--- config.mk ---
export PLATFORM = sky130hd
export DESIGN_NAME = csi2tx_payload_serializer
export DESIGN_NICKNAME = d
export VERILOG_FILES = /design/src/rtl/csi2tx_payload_serializer.sv
export SDC_FILE = /design/constraint.sdc
export NUM_CORES = 1
export LEC_CHECK = 0
export CORE_MARGIN = 5
export CORE_UTILIZATION = 48
export DETAILED_ROUTE_END_ITERATION = 16
export HOLD_SLACK_MARGIN = 0.15
export PLACE_DENSITY = 0.93
export SYNTH_ARGS = -nofsm -noshare
export SYNTH_HDL_FRONTEND = slang
export SYNTH_SLANG_ARGS = --single-unit
--- constraint.sdc ---
create_clock -name clk -period 5.8 [get_ports clk]
set_input_delay 1.16 -clock clk [delete_from_list [all_inputs] [get_ports clk]]
set_output_delay 1.16 -clock clk [all_outputs]
set_load 0.01 [all_outputs]
--- src/rtl/csi2tx_payload_serializer.sv ---
// CSI-2 TX payload serializer: 32-bit buffer words to an LSB-first byte stream.
// Macro CSI2TX_PAYLOAD_CRC_EN appends the CSI-2 CRC-16 (two bytes) to each packet.
module csi2tx_payload_serializer #(
    parameter logic [15:0] CRC_SEED = 16'hFFFF
) (
    input  logic        clk,
    input  logic        rst,
    input  logic        pkt_start,
    input  logic [15:0] word_count,
    output logic        busy,
    output logic        buf_rden,
    input  logic [31:0] buf_rddata,
    input  logic        buf_rddata_vld,
    input  logic        buf_empty,
    output logic [7:0]  byte_data,
    output logic        byte_vld,
    input  logic        byte_rdy,
    output logic        byte_last,
    output logic [15:0] crc_out
);

    typedef enum logic [2:0] {
        IDLE,
        FETCH,
        WAIT,
        SHIFT
`ifdef CSI2TX_PAYLOAD_CRC_EN
        ,
        CRC_LO,
        CRC_HI
`endif
    } state_t;

    state_t      r_state;
    state_t      w_next;
    logic [15:0] r_cnt;
    logic [31:0] r_shift;
    logic [1:0]  r_idx;
    logic        w_start;
    logic        w_load;
    logic        w_adv;

    assign w_start = (r_state == IDLE) && pkt_start;
    assign w_load  = (r_state == WAIT) && buf_rddata_vld;
    assign w_adv   = (r_state == SHIFT) && byte_rdy;

`ifdef CSI2TX_PAYLOAD_CRC_EN
    logic [15:0] r_crc;
    logic [15:0] r_crc_out;

    // One byte of the reflected CRC-16 (poly 0x8408), data LSB-first.
    function automatic logic [15:0] f_crc_byte(
        input logic [15:0] c,
        input logic [7:0]  d
    );
        logic [15:0] x;
        x = c;
        for (int i = 0; i < 8; i++) begin
            if (x[0] ^ d[i]) x = {1'b0, x[15:1]} ^ 16'h8408;
            else             x = {1'b0, x[15:1]};
        end
        return x;
    endfunction
`endif

    // State register.
    always_ff @(posedge clk or posedge rst) begin
        if (rst) r_state <= IDLE;
        else     r_state <= w_next;
    end

    // Next-state and output decode; outputs depend only on state and
    // registered data, so they hold steady while the sink stalls.
    always_comb begin
        w_next    = r_state;
        busy      = (r_state != IDLE);
        buf_rden  = 1'b0;
        byte_vld  = 1'b0;
        byte_last = 1'b0;
        byte_data = 8'h00;
        unique case (r_state)
            IDLE: begin
                if (pkt_start) begin
                    if (word_count != 16'd0) w_next = FETCH;
`ifdef CSI2TX_PAYLOAD_CRC_EN
                    else                     w_next = CRC_LO;
`endif
                end
            end
            FETCH: begin
                if (!buf_empty) begin
                    buf_rden = 1'b1;
                    w_next   = WAIT;
                end
            end
            WAIT: begin
                if (buf_rddata_vld) w_next = SHIFT;
            end
            SHIFT: begin
                byte_vld  = 1'b1;
                byte_data = r_shift[7:0];
`ifndef CSI2TX_PAYLOAD_CRC_EN
                byte_last = (r_cnt == 16'd1);
`endif
                if (byte_rdy) begin
                    if (r_cnt == 16'd1) begin
`ifdef CSI2TX_PAYLOAD_CRC_EN
                        w_next = CRC_LO;
`else
                        w_next = IDLE;
`endif
                    end else if (r_idx == 2'd3) begin
                        w_next = FETCH;
                    end
                end
            end
`ifdef CSI2TX_PAYLOAD_CRC_EN
            CRC_LO: begin
                byte_vld  = 1'b1;
                byte_data = r_crc[7:0];
                if (byte_rdy) w_next = CRC_HI;
            end
            CRC_HI: begin
                byte_vld  = 1'b1;
                byte_last = 1'b1;
                byte_data = r_crc[15:8];
                if (byte_rdy) w_next = IDLE;
            end
`endif
            default: w_next = IDLE;
        endcase
    end

    // Byte counter and word shift register; bytes leave from the bottom.
    always_ff @(posedge clk or posedge rst) begin
        if (rst) begin
            r_cnt   <= 16'd0;
            r_shift <= 32'd0;
            r_idx   <= 2'd0;
        end else begin
            if (w_start)    r_cnt <= word_count;
            else if (w_adv) r_cnt <= r_cnt - 16'd1;
            if (w_load) begin
                r_shift <= buf_rddata;
                r_idx   <= 2'd0;
            end else if (w_adv) begin
                r_shift <= {8'h00, r_shift[31:8]};
                r_idx   <= r_idx + 2'd1;
            end
        end
    end

`ifdef CSI2TX_PAYLOAD_CRC_EN
    // Running CRC over transferred payload bytes; result latched at packet end.
    always_ff @(posedge clk or posedge rst) begin
        if (rst) begin
            r_crc     <= CRC_SEED;
            r_crc_out <= 16'd0;
        end else begin
            if (w_start)    r_crc <= CRC_SEED;
            else if (w_adv) r_crc <= f_crc_byte(r_crc, r_shift[7:0]);
            if ((r_state == CRC_HI) && byte_rdy) r_crc_out <= r_crc;
        end
    end

    assign crc_out = r_crc_out;
`else
    logic [15:0] w_unused_seed;
    assign w_unused_seed = CRC_SEED;
    assign crc_out       = 16'd0;
`endif

endmodule

==> results of run 1 <==
[synth_stat cells, drive strengths merged]
| library cell | number | share of area |
|---|---|---|
| nand2 | 42 | 0.058 |
| and2 | 10 | 0.022 |
| o31ai | 1 | 0.0027 |
| a32oi | 1 | 0.0031 |
| o21ai | 39 | 0.071 |
| clkbuf | 11 | 0.015 |
| xnor2 | 10 | 0.031 |
| nor2b | 1 | 0.0022 |
| mux2 | 2 | 0.0094 |
| a31oi | 1 | 0.0022 |
| or4b | 1 | 0.0036 |
| or4 | 9 | 0.027 |
| a22o | 8 | 0.025 |
| nand2b | 2 | 0.0045 |
| inv | 7 | 0.0094 |
| nor4 | 2 | 0.0067 |
| a21o | 1 | 0.0027 |
| or3 | 3 | 0.0067 |
| nor2 | 9 | 0.012 |
| nor3 | 6 | 0.014 |
| conb | 1 | 0.0013 |
| mux2i | 24 | 0.086 |
| ha | 7 | 0.031 |
| xor2 | 5 | 0.016 |
| a21oi | 4 | 0.0072 |
| nand3 | 2 | 0.0036 |
| o2111ai | 1 | 0.0031 |
| or2 | 2 | 0.0045 |
| dfrtp | 52 | 0.47 |
| buf | 20 | 0.049 |
[cell type report]
cell class	instances	area, µm²
fillers	454	2050
multi-input cells	209	1340
repair buffers	66	658
clock inverters	3	42.5
well taps	72	90.1
clock buffers	5	68.8
flip-flops and latches	52	1300
inverters	7	26.3
[power by group]
| part | switching [mW] | internal (mW) |
|---|---|---|
| sequential | 0.123 | 0.530 |
| combinational | 0.311 | 0.310 |
| clock | 0.121 | 0.128 |
| total | 0.555 | 0.967 |
[metal layers]
layer,vias to the layer above,global-route usage,share of wire
met2,69,0.285,0.50
met1,1041,0.223,0.41
met5,-,0,0
met3,12,0.0336,0.061
li1,1054,-,-
met4,0,0.0777,0.023
[logic make-up after synthesis]
kind of cell	synth area share
simple gates	0.165
other cells	0.00135
fa+ha+maj	0.0315
compound gates	0.118
flops	0.468
buf+inv	0.0733
mux	0.0958
xor+xnor	0.0472
[worst paths after layout]
path	from	end	slack, ps	cells past startpoint
max	r_cnt[14]$_DFFE_PP0P_	byte_last	2180	4
min	r_shift[24]$_DFFE_PP0P_	r_shift[24]$_DFFE_PP0P_	510	1
max reg2reg	r_state[1]$_DFFE_PP0P_	r_cnt[15]$_DFFE_PP0P_	3350	6
min reg2reg	r_shift[24]$_DFFE_PP0P_	r_shift[24]$_DFFE_PP0P_	510	1
max in group asynchronous	rst	r_shift[6]$_DFFE_PP0P_	3740	2
min in group asynchronous	rst	r_cnt[2]$_DFFE_PP0P_	1410	2
[registers in the layout, summed over array words and instances, names as in the netlist]
name,flops
r_shift,32
r_cnt,16
r_state,2
r_idx,2
[worst max-delay path, cell delays in order, from the launching register on]
cell and delay (ps):
dfrtp_1 400, or4_4 550, or4_4 560, nor2_1 100
clkdlybuf4s50_1 540
==> flow_summary.ini, run 1 <==
[placed_design]
place_ws_ps = 2410
dp_cells = 406
portBuffers = 65
post_dp_cell_area_mm2 = 0.00341
routabilityCongestion = 0.805
dp_hpwl_um = 4620

[timing]
whs_ps = 507
fin_crit_ps = 3620
setup_violations = 0
setup_tns_ps = 0
rsz0062_at_grt = false
min_period_over_period = 0.624
final_max_slew_viol_count = 0
max_freq_ghz = 0.276
clock_skew_ps = 2.43
slew_headroom = 0.300
worst_slew_pin_slew_ps = 1050
hold_viol_final = 0
final.setup.worst_slack_ps = 2180

[floorplan]
rows = 27
coreArea_mm2 = 0.00557
die_area_mm2 = 0.00742
initial_core_util = 0.499
die_w_um = 86.1
num_io_pins = 82
die_h_um = 86.1

[power]
finalPower_mw = 1.52
peakVddDrop_mv = 0.231
power.leakage_nw = 1.59
power_density_mw_per_mm2 = 432

[detailed_routing]
antenna_left = 0
drtIter0Drc = 125
vias = 2176
drc = 0
drtPass1Iterations = 4
via_per_inst = 5.26
wl_per_cell_um = 15.0
drt_wl_total_um = 6230

[grt]
antenna_found_initial = 0
grt.overflow.total = 0
grt_pass1_wl_um = 10300
grt_max_degree = 60
grt_pass1_vias = 2180
grt_usage = 0.174

[clocking]
path_clk_slew_ps = 90
cts_sinks = 52
cts_tree = built
cts-root-buf = clkbuf_8
cts_hold_repair.buffers = 0
htree_levels = 2
cts_resized = 0
clock_path_buffers = 2
cts_setup_buffers = 0
cts_buffers = 5
clk_latency_ps = 310

[layout]
final_common_cell = clkdlybuf4s50_1
area_growth_pct = 26.6
antennaDiodeCount = 0
final_util = 0.632
fin_area_mm2 = 0.00352
drive_gt1_frac = 0.0643
nets = 402
stdcell_count = 414
layout_common_cells = clkdlybuf4s50_1 (65), dfrtp_1 (52), nand2_1 (41)

[setup_path]
worstPathMaxFanout = 2
cp.required_ps = 4640
startpoint_type = flop
cp-end-kind = output pin
arrival_ps = 2460
path_class = flop to output pin

[flow_run]
max_cap_viol_count = 0

[synth]
synthCells = 284
yosysUniqueCellTypes = 39
avgSynthCellArea_um2 = 9.80
syn_area_mm2 = 0.00278
seq_area_frac_synth = 0.468
ys_warn_count = 0
ys_ff_latch = 52

[outcome]
status = complete, no violations

[min_path]
hold_class = flop to flop
(Power assumes the default switching activity.)
==> run 2: changes to the inputs <==
--- a/config.mk
+++ b/config.mk
@@ -6,10 +6,10 @@
 export NUM_CORES = 1
 export LEC_CHECK = 0
 export CORE_MARGIN = 5
-export CORE_UTILIZATION = 48
+export CORE_UTILIZATION = 43
 export DETAILED_ROUTE_END_ITERATION = 16
 export HOLD_SLACK_MARGIN = 0.15
-export PLACE_DENSITY = 0.93
+export PLACE_DENSITY = 0.89
 export SYNTH_ARGS = -nofsm -noshare
 export SYNTH_HDL_FRONTEND = slang
 export SYNTH_SLANG_ARGS = --single-unit
==> constraint.sdc (replaced) <==
create_clock -name clk -period 3.1 [get_ports clk]
set_input_delay 0.62 -clock clk [delete_from_list [all_inputs] [get_ports clk]]
set_output_delay 0.62 -clock clk [all_outputs]
set_load 0.01 [all_outputs]
==> run 2 against run 1 <==
Net effect: sequential power increased by 87%; final area grew 0.14%; first-iteration DRC count decreased by 3.2%; flip-flop and latch count unchanged; clock-buffer cell count up 1; global-route usage decreased by 2.3 points; power grew 82%; setup slack got worse by 1900 ps; via count decreased by 2.8%; utilization decreased by 7.3 points; worst hold slack better by 3.9 ps; non-clock buffer count grew 3; largest power group unchanged.
==> flow_summary.ini, run 2 (synthesis results as in run 1) <==
[outcome]
status = complete, no violations

[power]
switching_share = 0.372
combPwrFrac = 0.419
p_int_mw = 1.74
power.switching_mw = 1.03
peakVddDrop_mv = 0.412
clockPowerShare = 0.138
power_density_mw_per_mm2 = 785
finalPower_mw = 2.77
power.leakage_nw = 1.60
seq_power_share = 0.442

[clocking]
cts_tree = built
clk_latency_ps = 300
clock_path_buffers = 2
htree_levels = 2
path_clk_slew_ps = 90
cts-root-buf = clkbuf_8
cts_setup_buffers = 0
cts_buffers = 5
cts_sinks = 52

[layout]
area_growth_pct = 26.8
final_util = 0.559
drive_gt1_frac = 0.0696
nets = 405
layout_common_cells = clkdlybuf4s50_1 (64), dfrtp_1 (52), nand2_1 (41)
antennaDiodeCount = 0
largest_reg_flops = 32
nFillCells = 547
top_register = r_shift
final_common_cell = clkdlybuf4s50_1
stdcell_count = 422
reg_top3 = r_shift (32), r_cnt (16)

[timing]
slew_headroom = 0.518
final_max_slew_viol_count = 0
setup_tns_ps = 0
hold_viol_final = 0
whs_ps = 511
clock_skew_ps = 5.36
setup_violations = 0
worst_slew_pin_slew_ps = 724
max_freq_ghz = 0.352
fin_crit_ps = 2840
rsz0062_at_grt = false
min_period_over_period = 0.916

[floorplan]
die_w_um = 90.4
initial_core_util = 0.441
die_area_mm2 = 0.00818
num_io_pins = 82
die_h_um = 90.4
coreArea_mm2 = 0.00631
rows = 29

[detailed_routing]
antenna_left = 0
via_per_inst = 5.01
drt_wl_total_um = 6120
wl_per_cell_um = 14.5
drc = 0
vias = 2114
drtIter0Drc = 121
drtPass1Iterations = 4

[placed_design]
routabilityCongestion = 0.878
portBuffers = 65
dp_cells = 414
dp_hpwl_um = 4700

[setup_path]
cp-startpoint = r_cnt[14]$_DFFE_PP0P_
r2r_start = r_state[1]$_DFFE_PP0P_
cp.required_ps = 2480
reg2reg_slack_ps = 790
arrival_ps = 2220
startpoint_type = flop
path_class = flop to output pin
cp-end-kind = output pin
worstPathMaxFanout = 2

[grt]
grt_pass1_vias = 2274
grt_max_degree = 59
grt_pass1_wl_um = 10400
grt.overflow.total = 0
grt_usage = 0.152
antenna_found_initial = 0

[min_path]
min_from = r_shift[30]$_DFFE_PP0P_
hold_class = flop to flop

[flow_run]
max_cap_viol_count = 0
-- run 2: cell types whose count changed in the layout (fill, tap and decap cells not counted), sizes merged --
cell / change
bufinv: -1
clkbuf: +1
buf: +3
clkdlybuf4s50: -1
dlygate4sd2: +1
-- run 2: critical path, cell delays in order, from the launching register on --
cell and delay [ps]:
dfrtp_1 410, or4_4 550, or4_4 560, nor2_1 130, dlygate4sd2_1 280
-- run 2: what timing repair did --
item                                    CTS  global route
resized for setup                         1             0
hold buffers                              0             0
endpoints found under the setup margin    1             0
-- run 2: path summary, 6_finish.rpt --
path | endpoint | cells after the start
max in group asynchronous | r_cnt[12]$_DFFE_PP0P_ | 3
hold reg to reg | r_shift[30]$_DFFE_PP0P_ | 1
min in group asynchronous | r_cnt[8]$_DFFE_PP0P_ | 3
setup reg to reg | r_cnt[14]$_DFFE_PP0P_ | 6
hold / removal | r_shift[30]$_DFFE_PP0P_ | 1
setup / recovery | byte_last | 4
-- run 2: cell type report --
| class | count | area (µm²) | share of cell area |
|---|---|---|---|
| clock inverter | 2 | 16.3 | 0.00461 |
| clock buffer | 6 | 72.6 | 0.0206 |
| tap | 77 | 96.3 | 0.0273 |
| sequential | 52 | 1300 | 0.369 |
| timing repair buffer | 69 | 679 | 0.193 |
| multi-input combinational | 209 | 1340 | 0.379 |
| inverter | 7 | 26.3 | 0.00745 |
-- run 2: metal layers --
layer	track usage	vias up	part of all wire
li1	-	1065	-
met1	0.194	981	0.43
met2	0.253	54	0.50
met3	0.0308	14	0.044
met4	0.0546	0	0.022
met5	0	-	0
-- run 2: metrics by stage --
step                setup slack (ps)  area [µm²]
finish                           261        3530
global route                     163        3530
detailed placement               299        3440
global placement                 342        3440
floorplan                        860        2840
CTS                              260        3530
-- run 2: power groups by stage --
stage          clock network (mW)  registers, mW  logic, mW
6_report                    0.383           1.22       1.16
3_5_place_dp                    0           1.24       1.17
3_3_place_gp                    0           1.21       1.12
5_1_grt                     0.420           1.27       1.31
2_1_floorplan                   0           1.16      0.857
4_1_cts                     0.391           1.22       1.18
==> run 3: changes to the inputs <==
--- a/config.mk
+++ b/config.mk
@@ -10,6 +10,7 @@
 export DETAILED_ROUTE_END_ITERATION = 16
 export HOLD_SLACK_MARGIN = 0.15
 export PLACE_DENSITY = 0.89
+export SLEW_MARGIN = 20
 export SYNTH_ARGS = -nofsm -noshare
 export SYNTH_HDL_FRONTEND = slang
 export SYNTH_SLANG_ARGS = --single-unit
==> results of run 3 <==
No change in the layout: final DEF, timing and power equal those of run 2.
